### src/rtl/keypad_pkg.sv
// Shared types and helpers for the 4x4 matrix-keypad scanner.
package keypad_pkg;

    localparam int KEY_ROWS = 4;
    localparam int KEY_COLS = 4;

    typedef enum logic [1:0] {
        IDLE     = 2'd0,
        DEBOUNCE = 2'd1,
        PRESSED  = 2'd2,
        RELEASE  = 2'd3
    } key_state_e;

    typedef enum logic [1:0] {
        NONE   = 2'd0,
        SINGLE = 2'd1,
        MULTI  = 2'd2
    } frame_result_e;

    function automatic logic [2:0] count_keys(input logic [3:0] pressed);
        count_keys = {2'b00, pressed[0]} + {2'b00, pressed[1]}
                   + {2'b00, pressed[2]} + {2'b00, pressed[3]};
    endfunction

    // Lowest pressed column; only meaningful when exactly one bit is set.
    function automatic logic [1:0] first_col(input logic [3:0] pressed);
        if (pressed[0]) begin
            first_col = 2'd0;
        end else if (pressed[1]) begin
            first_col = 2'd1;
        end else if (pressed[2]) begin
            first_col = 2'd2;
        end else begin
            first_col = 2'd3;
        end
    endfunction

endpackage

### src/rtl/keypad_if.sv
// Keypad lines and key-event outputs; master is the scanner, slave the keypad/consumer side.
interface keypad_if;
    import keypad_pkg::*;

    logic [KEY_COLS-1:0] col_n;
    logic [KEY_ROWS-1:0] row_n;
    logic [3:0]          key_code;
    logic                key_valid;
    logic                key_held;

    modport master (input col_n, output row_n, key_code, key_valid, key_held);
    modport slave  (output col_n, input row_n, key_code, key_valid, key_held);

endinterface

### src/rtl/keypad_col_sync.sv
// Two-flop synchronizer for the asynchronous active-low column lines; idles at all-ones.
module keypad_col_sync (
    input  logic       clk,
    input  logic       reset,
    input  logic [3:0] col_n,
    output logic [3:0] col_sync_n
);

    logic [3:0] meta_r;
    logic [3:0] sync_r;

    // Synchronizer chain
    always_ff @(posedge clk) begin
        if (reset) begin
            meta_r <= 4'hF;
            sync_r <= 4'hF;
        end else begin
            meta_r <= col_n;
            sync_r <= meta_r;
        end
    end

    assign col_sync_n = sync_r;

endmodule

### src/rtl/keypad_scan_input.sv
// Row-scanning 4x4 keypad front end with frame-based debounce and one-cycle key_valid.
// Optional auto-repeat is enabled by defining KEYPAD_REPEAT_EN.
module keypad_scan_input
    import keypad_pkg::*;
#(
    parameter int SCAN_DIV       = 50000,
    parameter int DEBOUNCE_SCANS = 4,
    parameter int REPEAT_SCANS   = 100
) (
    input  logic     clk,
    input  logic     reset,
    keypad_if.master kif
);

    localparam int                SLOT_W     = (SCAN_DIV > 1) ? $clog2(SCAN_DIV) : 1;
    localparam logic [SLOT_W-1:0] SLOT_LAST  = SLOT_W'(SCAN_DIV - 1);
    localparam logic [4:0]        DEB_TARGET = 5'(DEBOUNCE_SCANS);

`ifdef KEYPAD_REPEAT_EN
    localparam int               REP_W     = $clog2(2 * REPEAT_SCANS + 1);
    localparam logic [REP_W-1:0] REP_FIRST = REP_W'(2 * REPEAT_SCANS);
    localparam logic [REP_W-1:0] REP_RELOAD = REP_W'(REPEAT_SCANS);
    logic [REP_W-1:0] rep_r;
    logic [REP_W-1:0] rep_s;
    logic [REP_W-1:0] rep_inc_s;
`else
    localparam int UNUSED_REPEAT_SCANS = REPEAT_SCANS;
`endif

    logic [3:0]        col_sync_s;
    logic [SLOT_W-1:0] slot_cnt_r;
    logic [1:0]        row_idx_r;
    logic [3:0]        row_n_r;
    logic              sample_s;
    logic              eof_s;

    logic [3:0]        pressed_s;
    logic [2:0]        row_hits_s;
    logic [2:0]        hits_sum_s;
    logic [1:0]        hits_sat_s;
    logic [1:0]        hits_r;
    logic [3:0]        acc_code_r;
    logic [3:0]        frame_code_s;
    frame_result_e     result_s;

    key_state_e        state_r;
    key_state_e        state_s;
    logic [3:0]        cnt_r;
    logic [3:0]        cnt_s;
    logic [4:0]        cnt_inc_s;
    logic              cnt_done_s;
    logic [3:0]        cand_r;
    logic [3:0]        cand_s;
    logic [3:0]        key_code_r;
    logic [3:0]        code_s;
    logic              valid_s;
    logic              key_valid_r;
    logic              key_held_r;

    keypad_col_sync u_col_sync (
        .clk        (clk),
        .reset      (reset),
        .col_n      (kif.col_n),
        .col_sync_n (col_sync_s)
    );

    assign sample_s = (slot_cnt_r == SLOT_LAST);
    assign eof_s    = sample_s && (row_idx_r == 2'd3);

    // Slot timer and row drive
    always_ff @(posedge clk) begin
        if (reset) begin
            slot_cnt_r <= {SLOT_W{1'b0}};
            row_idx_r  <= 2'd0;
            row_n_r    <= 4'b1110;
        end else if (sample_s) begin
            slot_cnt_r <= {SLOT_W{1'b0}};
            row_idx_r  <= row_idx_r + 2'd1;
            row_n_r    <= ~(4'b0001 << (row_idx_r + 2'd1));
        end else begin
            slot_cnt_r <= slot_cnt_r + {{(SLOT_W-1){1'b0}}, 1'b1};
        end
    end

    // Fold the current row's sample into the running frame tally (saturating at two keys)
    always_comb begin
        pressed_s    = ~col_sync_s;
        row_hits_s   = count_keys(pressed_s);
        hits_sum_s   = {1'b0, hits_r} + row_hits_s;
        hits_sat_s   = (hits_sum_s >= 3'd2) ? 2'd2 : hits_sum_s[1:0];
        frame_code_s = (row_hits_s == 3'd1) ? {row_idx_r, first_col(pressed_s)} : acc_code_r;
        case (hits_sat_s)
            2'd0:    result_s = NONE;
            2'd1:    result_s = SINGLE;
            default: result_s = MULTI;
        endcase
    end

    // Frame tally registers, cleared at each end of frame
    always_ff @(posedge clk) begin
        if (reset) begin
            hits_r     <= 2'd0;
            acc_code_r <= 4'd0;
        end else if (eof_s) begin
            hits_r     <= 2'd0;
            acc_code_r <= 4'd0;
        end else if (sample_s) begin
            hits_r     <= hits_sat_s;
            acc_code_r <= frame_code_s;
        end else begin
            hits_r     <= hits_r;
            acc_code_r <= acc_code_r;
        end
    end

    assign cnt_inc_s  = {1'b0, cnt_r} + 5'd1;
    assign cnt_done_s = (cnt_inc_s >= DEB_TARGET);

    // Debounce state machine, advanced once per frame
    always_comb begin
        state_s = state_r;
        cnt_s   = cnt_r;
        cand_s  = cand_r;
        code_s  = key_code_r;
        valid_s = 1'b0;
`ifdef KEYPAD_REPEAT_EN
        rep_s     = rep_r;
        rep_inc_s = rep_r + {{(REP_W-1){1'b0}}, 1'b1};
`endif
        if (eof_s) begin
            case (state_r)
                IDLE: begin
                    if (result_s == SINGLE) begin
                        cand_s = frame_code_s;
                        cnt_s  = 4'd1;
                        if (DEB_TARGET == 5'd1) begin
                            state_s = PRESSED;
                            code_s  = frame_code_s;
                            valid_s = 1'b1;
`ifdef KEYPAD_REPEAT_EN
                            rep_s   = {REP_W{1'b0}};
`endif
                        end else begin
                            state_s = DEBOUNCE;
                        end
                    end else begin
                        state_s = IDLE;
                    end
                end
                DEBOUNCE: begin
                    if ((result_s == SINGLE) && (frame_code_s == cand_r)) begin
                        cnt_s = cnt_inc_s[3:0];
                        if (cnt_done_s) begin
                            state_s = PRESSED;
                            code_s  = cand_r;
                            valid_s = 1'b1;
`ifdef KEYPAD_REPEAT_EN
                            rep_s   = {REP_W{1'b0}};
`endif
                        end else begin
                            state_s = DEBOUNCE;
                        end
                    end else if (result_s == SINGLE) begin
                        cand_s = frame_code_s;
                        cnt_s  = 4'd1;
                    end else begin
                        state_s = IDLE;
                        cnt_s   = 4'd0;
                    end
                end
                PRESSED: begin
                    if ((result_s == SINGLE) && (frame_code_s == key_code_r)) begin
                        state_s = PRESSED;
`ifdef KEYPAD_REPEAT_EN
                        // Reload to REPEAT_SCANS so later pulses come every REPEAT_SCANS frames
                        if (rep_inc_s == REP_FIRST) begin
                            valid_s = 1'b1;
                            rep_s   = REP_RELOAD;
                        end else begin
                            rep_s   = rep_inc_s;
                        end
`endif
                    end else begin
                        state_s = RELEASE;
                        cnt_s   = 4'd1;
                    end
                end
                RELEASE: begin
                    if (result_s == NONE) begin
                        cnt_s = cnt_inc_s[3:0];
                        if (cnt_done_s) begin
                            state_s = IDLE;
                        end else begin
                            state_s = RELEASE;
                        end
                    end else if ((result_s == SINGLE) && (frame_code_s == key_code_r)) begin
                        state_s = PRESSED;
`ifdef KEYPAD_REPEAT_EN
                        rep_s   = {REP_W{1'b0}};
`endif
                    end else begin
                        cnt_s = 4'd0;
                    end
                end
                default: begin
                    state_s = IDLE;
                    cnt_s   = 4'd0;
                end
            endcase
        end else begin
            state_s = state_r;
        end
    end

    // State and registered outputs
    always_ff @(posedge clk) begin
        if (reset) begin
            state_r     <= IDLE;
            cnt_r       <= 4'd0;
            cand_r      <= 4'd0;
            key_code_r  <= 4'd0;
            key_valid_r <= 1'b0;
            key_held_r  <= 1'b0;
`ifdef KEYPAD_REPEAT_EN
            rep_r       <= {REP_W{1'b0}};
`endif
        end else begin
            state_r     <= state_s;
            cnt_r       <= cnt_s;
            cand_r      <= cand_s;
            key_code_r  <= code_s;
            key_valid_r <= valid_s;
            key_held_r  <= (state_s == PRESSED) || (state_s == RELEASE);
`ifdef KEYPAD_REPEAT_EN
            rep_r       <= rep_s;
`endif
        end
    end

    assign kif.row_n     = row_n_r;
    assign kif.key_code  = key_code_r;
    assign kif.key_valid = key_valid_r;
    assign kif.key_held  = key_held_r;

endmodule

### src/flat_wrapper.sv
// flat-port wrapper written by rule: the top's interface ports become plain ports
module keypad_scan_input_flat import keypad_pkg::*;
#(
    parameter int SCAN_DIV       = 50000,
    parameter int DEBOUNCE_SCANS = 4,
    parameter int REPEAT_SCANS   = 100
)
  (clk, reset, kif_col_n, kif_row_n, kif_key_code, kif_key_valid, kif_key_held);
  keypad_if kif_i ();
  input  logic clk;
  input  logic reset;
  input wire logic [$bits(kif_i.col_n)-1:0] kif_col_n;
  output wire logic [$bits(kif_i.row_n)-1:0] kif_row_n;
  output wire logic [$bits(kif_i.key_code)-1:0] kif_key_code;
  output wire logic [$bits(kif_i.key_valid)-1:0] kif_key_valid;
  output wire logic [$bits(kif_i.key_held)-1:0] kif_key_held;
  assign kif_i.col_n = kif_col_n;
  assign kif_row_n = kif_i.row_n;
  assign kif_key_code = kif_i.key_code;
  assign kif_key_valid = kif_i.key_valid;
  assign kif_key_held = kif_i.key_held;
  keypad_scan_input #(.SCAN_DIV(SCAN_DIV), .DEBOUNCE_SCANS(DEBOUNCE_SCANS), .REPEAT_SCANS(REPEAT_SCANS)) u_core (.clk(clk), .reset(reset), .kif(kif_i));
endmodule
### config.mk
export PLATFORM = sky130hd
export DESIGN_NAME = keypad_scan_input_flat
export DESIGN_NICKNAME = d
export VERILOG_FILES = /design/src/rtl/keypad_pkg.sv /design/src/rtl/keypad_if.sv /design/src/rtl/keypad_col_sync.sv /design/src/rtl/keypad_scan_input.sv /design/src/flat_wrapper.sv
export SDC_FILE = /design/constraint.sdc
export NUM_CORES = 1
export LEC_CHECK = 0
export BUFFER_PORTS_ARGS = -buffer_cell sky130_fd_sc_hd__buf_4
export CAP_MARGIN = 15
export CORE_ASPECT_RATIO = 0.6
export CORE_MARGIN = 5
export CORE_UTILIZATION = 52
export CTS_BUF_LIST = sky130_fd_sc_hd__clkbuf_16
export CTS_CLUSTER_SIZE = 40
export DETAILED_ROUTE_END_ITERATION = 6
export GPL_ROUTABILITY_DRIVEN = 1
export PLACE_DENSITY = 0.77
export SLEW_MARGIN = 20
export SYNTH_ARGS = -nofsm -noshare
export SYNTH_HDL_FRONTEND = slang
export SYNTH_SLANG_ARGS = --single-unit
### constraint.sdc
create_clock -name clk -period 3.45 [get_ports clk]
set_clock_uncertainty 0.05 [all_clocks]
set_input_delay 0.5175 -clock clk [delete_from_list [all_inputs] [get_ports clk]]
set_output_delay 0.5175 -clock clk [all_outputs]
set_load 0.03 [all_outputs]
# == After elaboration in Yosys (flattened, before gate mapping) ==
# Index checks and enable logic that the tools add are counted.
# op_classes
addsub,7
magnitude_cmp,2
eq_ne,16
n_shift,1
muxes,27
bitwise_logic,5
n_reduce_logical,14
# op_table
operator,n
4-bit 2-to-1 mux,8
2-bit 2-to-1 mux,10
"16-bit by 1-bit adder with 16-bit output, second input constant",1
"16-bit == test, second input constant",1
4-bit one-hot mux with 4 select lines,1
"2-bit == test, second input constant",5
4-bit == test,2
4-bit NOT,2
2-bit one-hot mux with 4 select lines,1
4-bit one-hot mux with 2 select lines,1
4-bit AND reduction,2
3-bit by 1-bit adder with 3-bit output,2
"2-bit by 1-bit == test with 1-bit output, second input constant",3
2-bit logical NOT,3
"4-bit by 1-bit adder with 5-bit output, second input constant",1
"5-bit by 3-bit greater-or-equal comparator with 1-bit output, second input constant",1
1-bit 2-to-1 mux,5
"2-bit inequality test, second input constant",2
2-bit one-hot mux with 2 select lines,1
2-bit OR reduction,2
4-bit OR reduction,1
"1-bit by 2-bit left shift with 4-bit output, first input constant",1
2-bit by 3-bit adder with 3-bit output,1
"3-bit by 1-bit == test with 1-bit output, second input constant",1
other kinds (10),14
# word_totals
reg_bits,52
inputBits,6

# == Logic depth before layout (Yosys ltp) ==
# Gate-level depths: netlist (run 1).
# depth
ltp_word,17
mapped_depth,14

# == By module ==
# A second synthesis (run 1) with hierarchy kept.
# hier_totals
hier_cells,268
area_unflattened_um2,2487.4
# by_module_without_submodules
mod,instances,cells_each,area_each_um2,seq_area_each_um2
keypad_scan_input,1,252,2277.2,880.8
keypad_col_sync,1,16,210.2,160.2

# == Worst setup path before layout (run 1) ==
# Ideal clock, no wire load.
# synth_timing
path_type,register -> register
startpoint,reg u_core.u_col_sync.sync_r[0] (netlist: u_core.u_col_sync.col_sync_n[0])
endpoint,reg u_core.key_code_r[0] (netlist: u_core.kif.key_code[0])
setup_ns,0.128
arrival_time_ns,3.380
t_required_ns,3.272
slack_ns,-0.107
path_stages_with_launch,15
path_buffers,1
path_cell_list,dfxtp_1 -> inv_1 -> ha_1 -> inv_1 -> fa_1 -> buf_6 -> inv_1 -> ha_1 -> fa_1 -> xor2_1 -> nor4b_1 -> nand4_1 -> nor4_4 -> mux2i_1 -> nor2_1
# synth_via
elab_chain_len,12
elab_cells_between_ends,17
classes_between,add/sub: 4; order compare: 1; eq/ne: 4; mux: 4; bitwise: 1; reduce/logical: 3
# synth_rtl
item,line,text
start: declaration,keypad_col_sync.sv:10,logic [3:0] sync_r;
start signal: assignment,keypad_col_sync.sv:19,sync_r <= meta_r;
4-bit NOT (*),keypad_scan_input.sv:87,pressed_s = ~col_sync_s;
1-bit by 1-bit adder with 2-bit output,keypad_pkg.sv:21,"count_keys = {2'b00, pressed[0]} + {2'b00, pressed[1]}"
3-bit by 1-bit adder with 3-bit output (2 in series),keypad_pkg.sv:22,"+ {2'b00, pressed[2]} + {2'b00, pressed[3]};"
2-bit by 3-bit adder with 3-bit output,keypad_scan_input.sv:89,"hits_sum_s = {1'b0, hits_r} + row_hits_s;"
3-bit by 2-bit greater-or-equal comparator with 1-bit output,keypad_scan_input.sv:90,hits_sat_s = (hits_sum_s >= 3'd2) ? 2'd2 : hits_sum_s[1:0];
2-bit 2-to-1 mux,keypad_scan_input.sv:90,
2-bit by 1-bit == test with 1-bit output or 2-bit logical NOT (tied branches),keypad_scan_input.sv:92,case (hits_sat_s)
2-bit one-hot mux with 2 select lines,keypad_scan_input.sv:92,
2-bit by 1-bit == test with 1-bit output,keypad_scan_input.sv:151,if ((result_s == SINGLE) && (frame_code_s == cand_r)) begin
1-bit logical AND (*),keypad_scan_input.sv:151,
4-bit AND reduction (no source line) (*),-,
end signal: assignment,keypad_scan_input.sv:231,key_code_r <= code_s;
end: declaration,keypad_scan_input.sv:54,logic [3:0] key_code_r;
# Every way passes the cells marked *; elsewhere a longest branch is shown, timed or not.
# A chain may end at the register's enable or synchronous reset.

# == Final worst setup path (run 1) ==
# layout_timing
startpoint,reg u_core.u_col_sync.sync_r[1] (netlist: u_core.u_col_sync.col_sync_n[1])
endpoint,reg u_core.cnt_r[1]
# layout_via
elab_chain_len,13
elab_cells_between_ends,27
classes_between,add/sub: 4; order compare: 1; eq/ne: 8; mux: 8; bitwise: 1; reduce/logical: 5
# layout_rtl
item,line,text
4-bit NOT (*),keypad_scan_input.sv:87,
1-bit by 1-bit adder with 2-bit output,keypad_pkg.sv:21,
3-bit by 1-bit adder with 3-bit output (2 in series),keypad_pkg.sv:22,
2-bit by 3-bit adder with 3-bit output,keypad_scan_input.sv:89,
3-bit by 2-bit greater-or-equal comparator with 1-bit output,keypad_scan_input.sv:90,
2-bit 2-to-1 mux,keypad_scan_input.sv:90,
2-bit by 1-bit == test with 1-bit output or 2-bit logical NOT (tied branches),keypad_scan_input.sv:92,
2-bit one-hot mux with 2 select lines,keypad_scan_input.sv:92,
2-bit by 1-bit == test with 1-bit output,-,
"1-bit logical AND, on equally long branches","keypad_scan_input.sv:172, keypad_scan_input.sv:196, keypad_scan_input.sv:151",
"3-bit inequality test (no source line), or another cell as far along",-,
4-bit AND reduction (no source line) or 4-bit one-hot mux with 4 select lines (tied branches),-,
end signal: assignment,keypad_scan_input.sv:229,cnt_r <= cnt_s;
end: declaration,keypad_scan_input.sv:48,logic [3:0] cnt_r;
# Marks and branches as above.

==> results of run 1 <==
==> power by group through the flow <==
stage                     combinational [W]  sequential, W  clock [W]
after floorplan                   0.0000857       0.000625          0
after global placement             0.000114       0.000625          0
after detailed placement           0.000116       0.000626          0
after CTS                          0.000119       0.000612   0.000484
after global routing               0.000151       0.000613   0.000513
final                              0.000139       0.000612   0.000477
==> sequential cells by signal, summed over array words and instances, names as in the netlist, 4 cells and up <==
name / flops
u_core.acc_code_r: 4
u_core.cand_r: 4
u_core.cnt_r: 4
u_core.kif.key_code: 4
u_core.kif.row_n: 4
u_core.slot_cnt_r: 16
u_core.u_col_sync.col_sync_n: 4
u_core.u_col_sync.meta_r: 4
==> per-layer routing <==
layer,track usage,up-vias
li1,-,1063
met1,0.2766,1017
met2,0.2404,42
met3,0.04454,11
met4,0.06219,0
met5,0,-
==> through the flow <==
stage / worst slack, ns / cells
floorplan: 0.06167 / 285
global placement: 0.08416 / 364
detailed placement: -0.03076 / 364
CTS: 0.008022 / 373
global route: -0.1406 / 377
finish: 0.02158 / 377
==> layout by cell type, fill, tap and decap left out, types with 4 or more instances in the layout <==
cell / count
a21oi_1: 10
a22oi_1: 4
buf_4: 27
clkbuf_16: 5
dfxtp_1: 50
ha_1: 9
inv_1: 8
mux2i_1: 5
nand2_1: 14
nand3_1: 10
nand4_1: 6
nor2_1: 38
nor3_1: 10
o21ai_0: 7
or2_2: 10
xnor2_1: 7
xor2_1: 10
==> cells by family after synthesis <==
family                   Yosys count  share of synthesized area
multiplexers                       6                    0.02715
AND/OR/NAND/NOR                  125                     0.2622
flip-flops                        52                     0.3895
XOR/XNOR                          20                    0.07116
adder cells (fa/ha/maj)           14                    0.07116
AO/OA/AOI/OAI                     48                     0.1419
buffers and inverters             20                    0.03698
==> worst max-delay path: stages, from the launching register on <==
cell	delay, ns
dfxtp_2	0.35
inv_2	0.05
ha_4	0.25
inv_2	0.03
fa_1	0.52
inv_1	0.06
ha_2	0.19
fa_2	0.42
xor2_4	0.19
buf_12	0.15
or4_4	0.43
nor4_4	0.28
buf_4	0.17
o2111ai_2	0.09
a21oi_1	0.14
==> layout make-up <==
class	instances	area, um^2
sequential	52	1044
tap	66	82.58
timing repair buffer	28	222.7
clock inverter	3	13.76
fill	413	1824
multi-input combinational	213	1680
clock buffer	5	125.1
inverter	10	37.54
==> worst min path at each step <==
stage	startpoint	to	slack, ns
final	kif_col_n[0]	u_core.u_col_sync.meta_r[0]	0.36
after global routing	kif_col_n[0]	u_core.u_col_sync.meta_r[0]	0.35
after CTS	kif_col_n[0]	u_core.u_col_sync.meta_r[0]	0.36
after detailed placement	u_core.u_col_sync.meta_r[2]	u_core.u_col_sync.col_sync_n[2]	0.34
after global placement	u_core.u_col_sync.meta_r[0]	u_core.u_col_sync.col_sync_n[0]	0.34
after floorplan	u_core.u_col_sync.meta_r[0]	u_core.u_col_sync.col_sync_n[0]	0.34
==> repair_timing <==
action	4_1_cts	5_1_grt
pin swaps	1	16
hold buffers	0	0
resized for setup	1	23
setup endpoints to repair	4	15
buffers inserted	1	4
==> metrics, run 1 <==
Startpoint Class flip-flop; Residual DRC 0; Total Power 0.001229 W; Mapped Area 0.002673 mm^2; Post-synth top cells dfxtp_1 (52), nor2_1 (38), nand2_1 (14); Clock power frac 0.389; Syn. warnings 0; crit path time final 3.428 ns; Routed met2 length 2420 um; post-route setup TNS 0 ns; Maximum Capacitance Violations 0; PwrDens 383.3 mW/mm^2; Diodes inserted 0; Via-to-Cell Ratio 5.658; switching pwr 0.0002936 W; Max Root-Sink Buffers 2; Hold Vio Cnt, Final 0; post-synthesis sequential area ratio 0.3895; Worst slew margin 0.5811; site row count 20; DRT iter0 DRCs 157; Worst Setup EP u_core.cnt_r[1]; Slew Limit Fails 0; WP data arrival 3.60 ns; ys async rst share 0; Hold Slack 0.3574 ns; Design Area, Final 0.003206 mm^2; initial antenna violation count 0; reg2reg start u_core.u_col_sync.col_sync_n[1]; Starting Density 0.5313; Slew @ Worst Pin 0.6125 ns; worst setup path startpoint u_core.u_col_sync.col_sync_n[1]; TritonRoute pass-1 iters 4; RSZ-0062 raised after global routing yes; htree depth 2; top cells by area, synth dfxtp_1 (39%), ha_1 (5.6%), nor2_1 (5.3%); sequential share of power 0.498; Main synth FF type dfxtp_1; crit end category flip-flop; Setup CP Type reg -> reg; Die Area 0.006720 mm^2; CTS tree done; DR WL/cell 15.55 um; DP Wirelength 3956 um; top cell type's share of synthesized area 0.3895; post-layout util 0.6373; PortBufs 15; post-synth top area cell dfxtp_1; worst reg2reg endpoint u_core.cnt_r[1]; first-pass GRT wire length 9604 um; syn_nets 305; most common cell in the synthesized netlist dfxtp_1; number of synthesized flops with an enable pin 0; clock root buffer master clkbuf_16; largest net degree at the start of global routing 34; aggregate routed wire length 5861 um; Distinct cells, synth 57; clock sink count 52; GRT overflow 0; Hold Path Stages 2; status finished clean; data required time at the worst endpoint 3.62 ns; Skew-Pair Late Insertion Delay 0.29 ns; post-synthesis register bit count 52; Antenna Nets Post-Route 0; R2R Setup Slk 0.02 ns; chip width 102.6 um; syn avg cell area 9.377 um^2; final setup fails 0; Max IR drop VDD 0.0002164 V; total CTS buffers 5; Syn-to-layout area delta 19.94%; DR vias 2,133; Switching Fraction 0.2390; Die Ht 65.53 um; All-Layer GR Usage 0.1807; Post-DP Area 0.002895 mm^2; layout cells sized above 1 0.2733; top sig layer met4; Syn Inst Count 285; crit-path max FO 5; wl on met1 3029 um; Pint 0.0009351 W; Final Cycle Share 0.9937; Lkg Pwr 1.182 nW; Nets 330; Worst-path clk slew 0.06 ns; Hold WC Path Type in -> reg; Final Wtd Congestion 0.8157; Worst R2R Path Depth 14; I/O pin total 16; Core Footprint 0.005030 mm^2; vias in the first global route 1,940; maximum operating frequency 0.2917 GHz; Comb power frac 0.113; met3 WL post-DR 318 um
No activity file was read; power rests on OpenSTA's default activity.
==> run 2: changes to the inputs <==
- ABC_AREA: not set -> 1
- CTS_BUF_LIST: sky130_fd_sc_hd__clkbuf_16 -> not set
- PLACE_DENSITY: 0.77 -> 0.76
==> run 2 against run 1 <==
Compared with the run above:
- worst hold slack got worse by 0.025 ns
- maximum frequency increased by 7.3%
- core utilization fell by 3.9 points
- via count rose by 12%
- synthesized cell count is 32% higher
- register-to-register slack improved by 0.23 ns
- clock power decreased by 24%
- combinational power is 15% lower
- die area rose by 2.4%
- sequential power barely moved
- global-route usage down 0.45 points
- highest routed layer unchanged
==> metrics, run 2 <==
status finished clean; Max Root-Sink Buffers 2; post-layout util 0.5983; worst reg2reg endpoint u_core.cnt_r[1]; syn avg cell area 7.304 um^2; DR vias 2,395; clock root buffer master clkbuf_8; post-synth top area cell dfxtp_1; Final Wtd Congestion 0.7977; top cells by area, synth dfxtp_1 (38%), nand2_1 (10%), nand3_1 (6.6%); top cell type's share of synthesized area 0.3790; Startpoint Class flip-flop; Residual DRC 0; Post-DP Area 0.002920 mm^2; Comb power frac 0.108; crit-path max FO 7; initial antenna violation count 0; Setup CP Type reg -> reg; Worst R2R Path Depth 16; most common cell in the synthesized netlist nand2_1; DP Wirelength 4326 um; layout cells sized above 1 0.1873; Via-to-Cell Ratio 5.195; vias in the first global route 2,141; first-pass GRT wire length 9901 um; CP bufs+invs 3; I/O pin total 16; TritonRoute pass-1 iters 4; Syn. warnings 0; Distinct cells, synth 29; Lkg Pwr 1.272 nW; Core Footprint 0.005080 mm^2; Skew-Pair Late Insertion Delay 0.31 ns; data required time at the worst endpoint 3.62 ns; most frequent cells in the layout nand2_1 (72), dfxtp_1 (50), inv_1 (46); DRT iter0 DRCs 161; final setup fails 0; chip width 103.8 um; CP max-delay cell fa_1; Max IR drop VDD 0.0002134 V; Switching Fraction 0.2745; CP top delay family adder cells; Hold Vio Cnt, Final 0; most common cell after layout, fill and taps aside nand2_1; Syn-to-layout area delta 10.66%; site row count 20; cell breakdown of the critical path inv_1 -> ha_1 -> inv_1 -> fa_1 -> inv_2 -> ha_2 -> fa_1 -> nand3b_4 -> nor2_2 -> nand3_1 -> nor2_1 -> nand3_1 -> nand2_2 -> nand2_1 -> nand2_1 -> nor2_1; Post-synth top cells nand2_1 (73), dfxtp_1 (52), inv_1 (46); Diodes inserted 0; Slew Limit Fails 0; post-synthesis register bit count 52; number of synthesized flops with an enable pin 0; htree depth 2; reg2reg start u_core.u_col_sync.col_sync_n[1]; Final Cycle Share 0.9265; Worst slew margin 0.6431; crit path time final 3.196 ns; CTS tree done; Slew @ Worst Pin 0.5340 ns; Die Area 0.006883 mm^2; post-synthesis sequential area ratio 0.3790; Starting Density 0.5406; R2R Setup Slk 0.25 ns; worst setup path startpoint u_core.u_col_sync.col_sync_n[1]; ys async rst share 0; Crit path depth 16; GRT overflow 0; Worst Setup EP u_core.cnt_r[1]; largest net degree at the start of global routing 18; switching pwr 0.0002991 W; Pint 0.0007906 W; Worst-path clk slew 0.10 ns; aggregate routed wire length 5675 um; Die Ht 66.30 um; All-Layer GR Usage 0.1762; slowest stage delay, CP 0.54 ns; syn_nets 396; Maximum Capacitance Violations 0; hold buffers post-CTS 0; Syn Inst Count 376; Hold Path Stages 2; largest reg by FF count u_core.slot_cnt_r; PwrDens 358.6 mW/mm^2; total CTS buffers 5; PortBufs 15; crit end category flip-flop; Antenna Nets Post-Route 0; Hold WC Path Type in -> reg; Nets 414; max reg flops 16; clock sink count 52; DR WL/cell 12.31 um; Clock power frac 0.331; sequential share of power 0.561; WP data arrival 3.37 ns; Main synth FF type dfxtp_1; Mapped Area 0.002746 mm^2; maximum operating frequency 0.3128 GHz; Design Area, Final 0.003039 mm^2
[run 2: cell types whose count changed after synthesis, moves of 7 or more]
cell,delta
nand2_1,+59
inv_1,+36
nand3_1,+26
a21oi_1,+24
nor2_4,+8
xor2_1,-8
nand2_2,+7
[run 2: through the flow]
stage,TNS (ns),std cells,setup WS [ns],total power (W),hold WS [ns]
6_report,0,461,0.2535,0.001090,0.3325
5_1_grt,-0.01150,461,-0.01150,0.001143,0.3213
3_3_place_gp,0,452,0.2333,0.0007395,0.3475
3_5_place_dp,0,452,0.1703,0.0007420,0.3465
4_1_cts,0,460,0.1408,0.001095,0.3278
2_1_floorplan,0,376,0.4083,0.0007155,0.3395
[run 2: worst min path at each step]
stage                                      from                         endpoint  slack [ns]
floorplan           u_core.u_col_sync.meta_r[0]  u_core.u_col_sync.col_sync_n[0]        0.34
global placement    u_core.u_col_sync.meta_r[1]  u_core.u_col_sync.col_sync_n[1]        0.35
detailed placement  u_core.u_col_sync.meta_r[0]  u_core.u_col_sync.col_sync_n[0]        0.35
CTS                                kif_col_n[2]      u_core.u_col_sync.meta_r[2]        0.33
global route                       kif_col_n[0]      u_core.u_col_sync.meta_r[0]        0.32
finish                             kif_col_n[2]      u_core.u_col_sync.meta_r[2]        0.33
[run 2: timing repair]
item / 4_1_cts / 5_1_grt
buffers inserted: 0 / 1
gates resized for setup: 0 / 6
hold endpoints to repair: 0 / 0
endpoints found under the setup margin: 0 / 12
[run 2: kinds of logic after synthesis]
| kind of cell | Yosys count | synth area share |
|---|---|---|
| AND/OR/NAND/NOR | 202 | 0.3722 |
| AO/OA/AOI/OAI | 48 | 0.08930 |
| XOR/XNOR | 4 | 0.01276 |
| flip-flops | 52 | 0.3790 |
| buffers and inverters | 56 | 0.07745 |
| adder cells (fa/ha/maj) | 14 | 0.06925 |
[run 2: power by group through the flow]
stage / Clock, W / Sequential, W / Combinational [W]
finish: 0.000361 / 0.000611 / 0.000118
global route: 0.000397 / 0.000612 / 0.000134
CTS: 0.000366 / 0.000611 / 0.000118
detailed placement: 0 / 0.000625 / 0.000117
global placement: 0 / 0.000625 / 0.000115
floorplan: 0 / 0.000624 / 0.0000917
[run 2: worst reg2reg max path: cells and delay by family, from the launching register on]
family | cells | cell delay [ns]
adders and majority gates | 4 | 1.46
DFF | 1 | 0.37
and+or+nand+nor | 9 | 1.06
buffers and inverters | 3 | 0.18
[run 2: final cells by class]
type | count | area, um^2
Tap cell | 66 | 82.58
Inverter | 51 | 191.4
Clock inverter | 3 | 23.77
Sequential cell | 52 | 1044
Clock buffer | 5 | 68.82
Timing Repair Buffer | 16 | 120.1
Fill cell | 496 | 2041
Multi-Input combinational cell | 268 | 1509
[run 2: layer usage]
layer / GRT usage / share of wire
met2: 0.2698 / 0.43
met5: 0 / 0
met1: 0.2441 / 0.52
met4: 0.06947 / 0.013
met3: 0.03512 / 0.045
==> run 3: changes to the inputs <==
- PLACE_DENSITY: 0.76 -> 0.74
- clock period: 3.45 -> 4.1 ns (I/O delays scaled with it)
==> run 3 against run 2 <==
Compared with the run above:
- maximum frequency is 3.9% lower
- global-route usage is 0.21 points lower
- worst setup slack better by 0.52 ns
- die area stayed put
- largest cell class unchanged
- first-iteration DRC count is 1.2% lower
- highest routed layer unchanged
- final cell count is 0.22% lower
==> metrics, run 3 (same netlist as run 2, synthesis figures left out) <==
# Post-CTS Setup Buffers 0; Slew @ Worst Pin 0.5567 ns; Core Footprint 0.005080 mm^2; layer with the highest usage met2; largest net degree at the start of global routing 18; M3 GR Usage 0.03610; vias in the first global route 2,179; site row count 20; DR vias 2,301; Max Root-Sink Buffers 2; Nets 413; DRT iter0 DRCs 159; Startpoint Class flip-flop; Worst-path clk slew 0.09 ns; CTS tree done; crit end category flip-flop; Worst slew margin 0.6279; GRT overflow 0; Starting Density 0.5406; Maximum Capacitance Violations 0; most common cell after layout, fill and taps aside nand2_1; met1 GRT Util 0.2531; Syn-to-layout area delta 10.25%; DP Wirelength 4250 um; WP data arrival 3.47 ns; largest reg by FF count u_core.slot_cnt_r; Setup CP Type reg -> reg; total CTS buffers 5; Final Wtd Congestion 0.8434; DR WL/cell 11.96 um; crit-path max FO 7; max reg flops 16; RSZ-0062 raised after global routing no; hold buffers post-CTS 0; htree depth 2; crit path time final 3.327 ns; clock sink count 52; chip width 103.8 um; Die Area 0.006883 mm^2; initial antenna violation count 0; clock root buffer master clkbuf_8; I/O pin total 16; post-route setup TNS 0 ns; Die Ht 66.30 um; status finished clean; layout cells sized above 1 0.1701; Hold Slack 0.3651 ns; Hold WC Path Type reg -> reg; All-Layer GR Usage 0.1741; Inst Count DP 452; Skew-Pair Late Insertion Delay 0.30 ns; most frequent cells in the layout nand2_1 (73), dfxtp_1 (52), inv_1 (46); PortBufs 15; Max IR drop VDD 0.0001914 V; Lkg Pwr 1.287 nW; Diodes inserted 0; Slew Limit Fails 0; first-pass GRT wire length 9873 um; data required time at the worst endpoint 4.24 ns; final setup fails 0; post-layout util 0.5961; Residual DRC 0; Via-to-Cell Ratio 5.002; aggregate routed wire length 5500 um; Total Power 0.0009564 W; GRT met2 Usage 0.2651; Final Cycle Share 0.8114; Hold Vio Cnt, Final 0; TritonRoute pass-1 iters 4; Antenna Nets Post-Route 0; Gates resized, CTS repair 0; PwrDens 315.9 mW/mm^2; maximum operating frequency 0.3006 GHz; Post-Layout Cell Count 460
run 3: cell types whose count changed in the layout (fill, tap and decap cells not counted), sizes merged:
cell	before	now
clkbuf	5	6
bufinv	0	1
buf	16	15
clkinvlp	2	0
run 3: cell type report:
type                       count  area (um^2)
inverter                      51        191.4
clock inverter                 2        35.03
sequential                    52         1041
fill                         475         2052
clock buffer                   6        72.57
multi-input combinational    268         1493
timing repair buffer          15        112.6
tap                           66        82.58
run 3: worst max-delay path, cell delays in order, from the launching register on:
cell	delay, ns
dfxtp_1	0.38
inv_1	0.06
ha_1	0.26
inv_1	0.05
fa_1	0.54
inv_2	0.08
ha_1	0.22
fa_1	0.44
nand3b_2	0.24
nor2_2	0.14
inv_2	0.09
nor2_2	0.14
nand2_1	0.11
nor2_4	0.16
nand2_2	0.11
nand2_1	0.08
a21oi_1	0.06
run 3: path summary, 6_finish.rpt:
| kind | start | end | slack (ns) | cells after the start |
|---|---|---|---|---|
| max | u_core.u_col_sync.col_sync_n[1] | u_core.cand_r[3] | 0.77 | 16 |
| min | u_core.u_col_sync.meta_r[1] | u_core.u_col_sync.col_sync_n[1] | 0.37 | 1 |
| max reg2reg | u_core.u_col_sync.col_sync_n[1] | u_core.cand_r[3] | 0.77 | 16 |
| min reg2reg | u_core.u_col_sync.meta_r[1] | u_core.u_col_sync.col_sync_n[1] | 0.37 | 1 |
run 3: through the flow:
step | worst slack, ns | area (um^2)
3_3_place_gp | 0.8828 | 2920
3_5_place_dp | 0.7901 | 2920
5_1_grt | 0.4845 | 3028
2_1_floorplan | 1.058 | 2746
6_report | 0.7733 | 3028
4_1_cts | 0.7640 | 3028
run 3: power breakdown:
| group | switching (W) | internal [W] |
|---|---|---|
| Combinational | 0.0000664 | 0.0000322 |
| Clock | 0.000163 | 0.000181 |
| Sequential | 0.00000310 | 0.000511 |
run 3: metal layers:
metal / vias to the layer above / part of all wire / wire length [um]
met4: 0 / 0.0038 / 21
met1: 1028 / 0.55 / 3050
met5: - / 0 / 0
li1: 1243 / - / -
met2: 26 / 0.41 / 2247
met3: 4 / 0.033 / 181
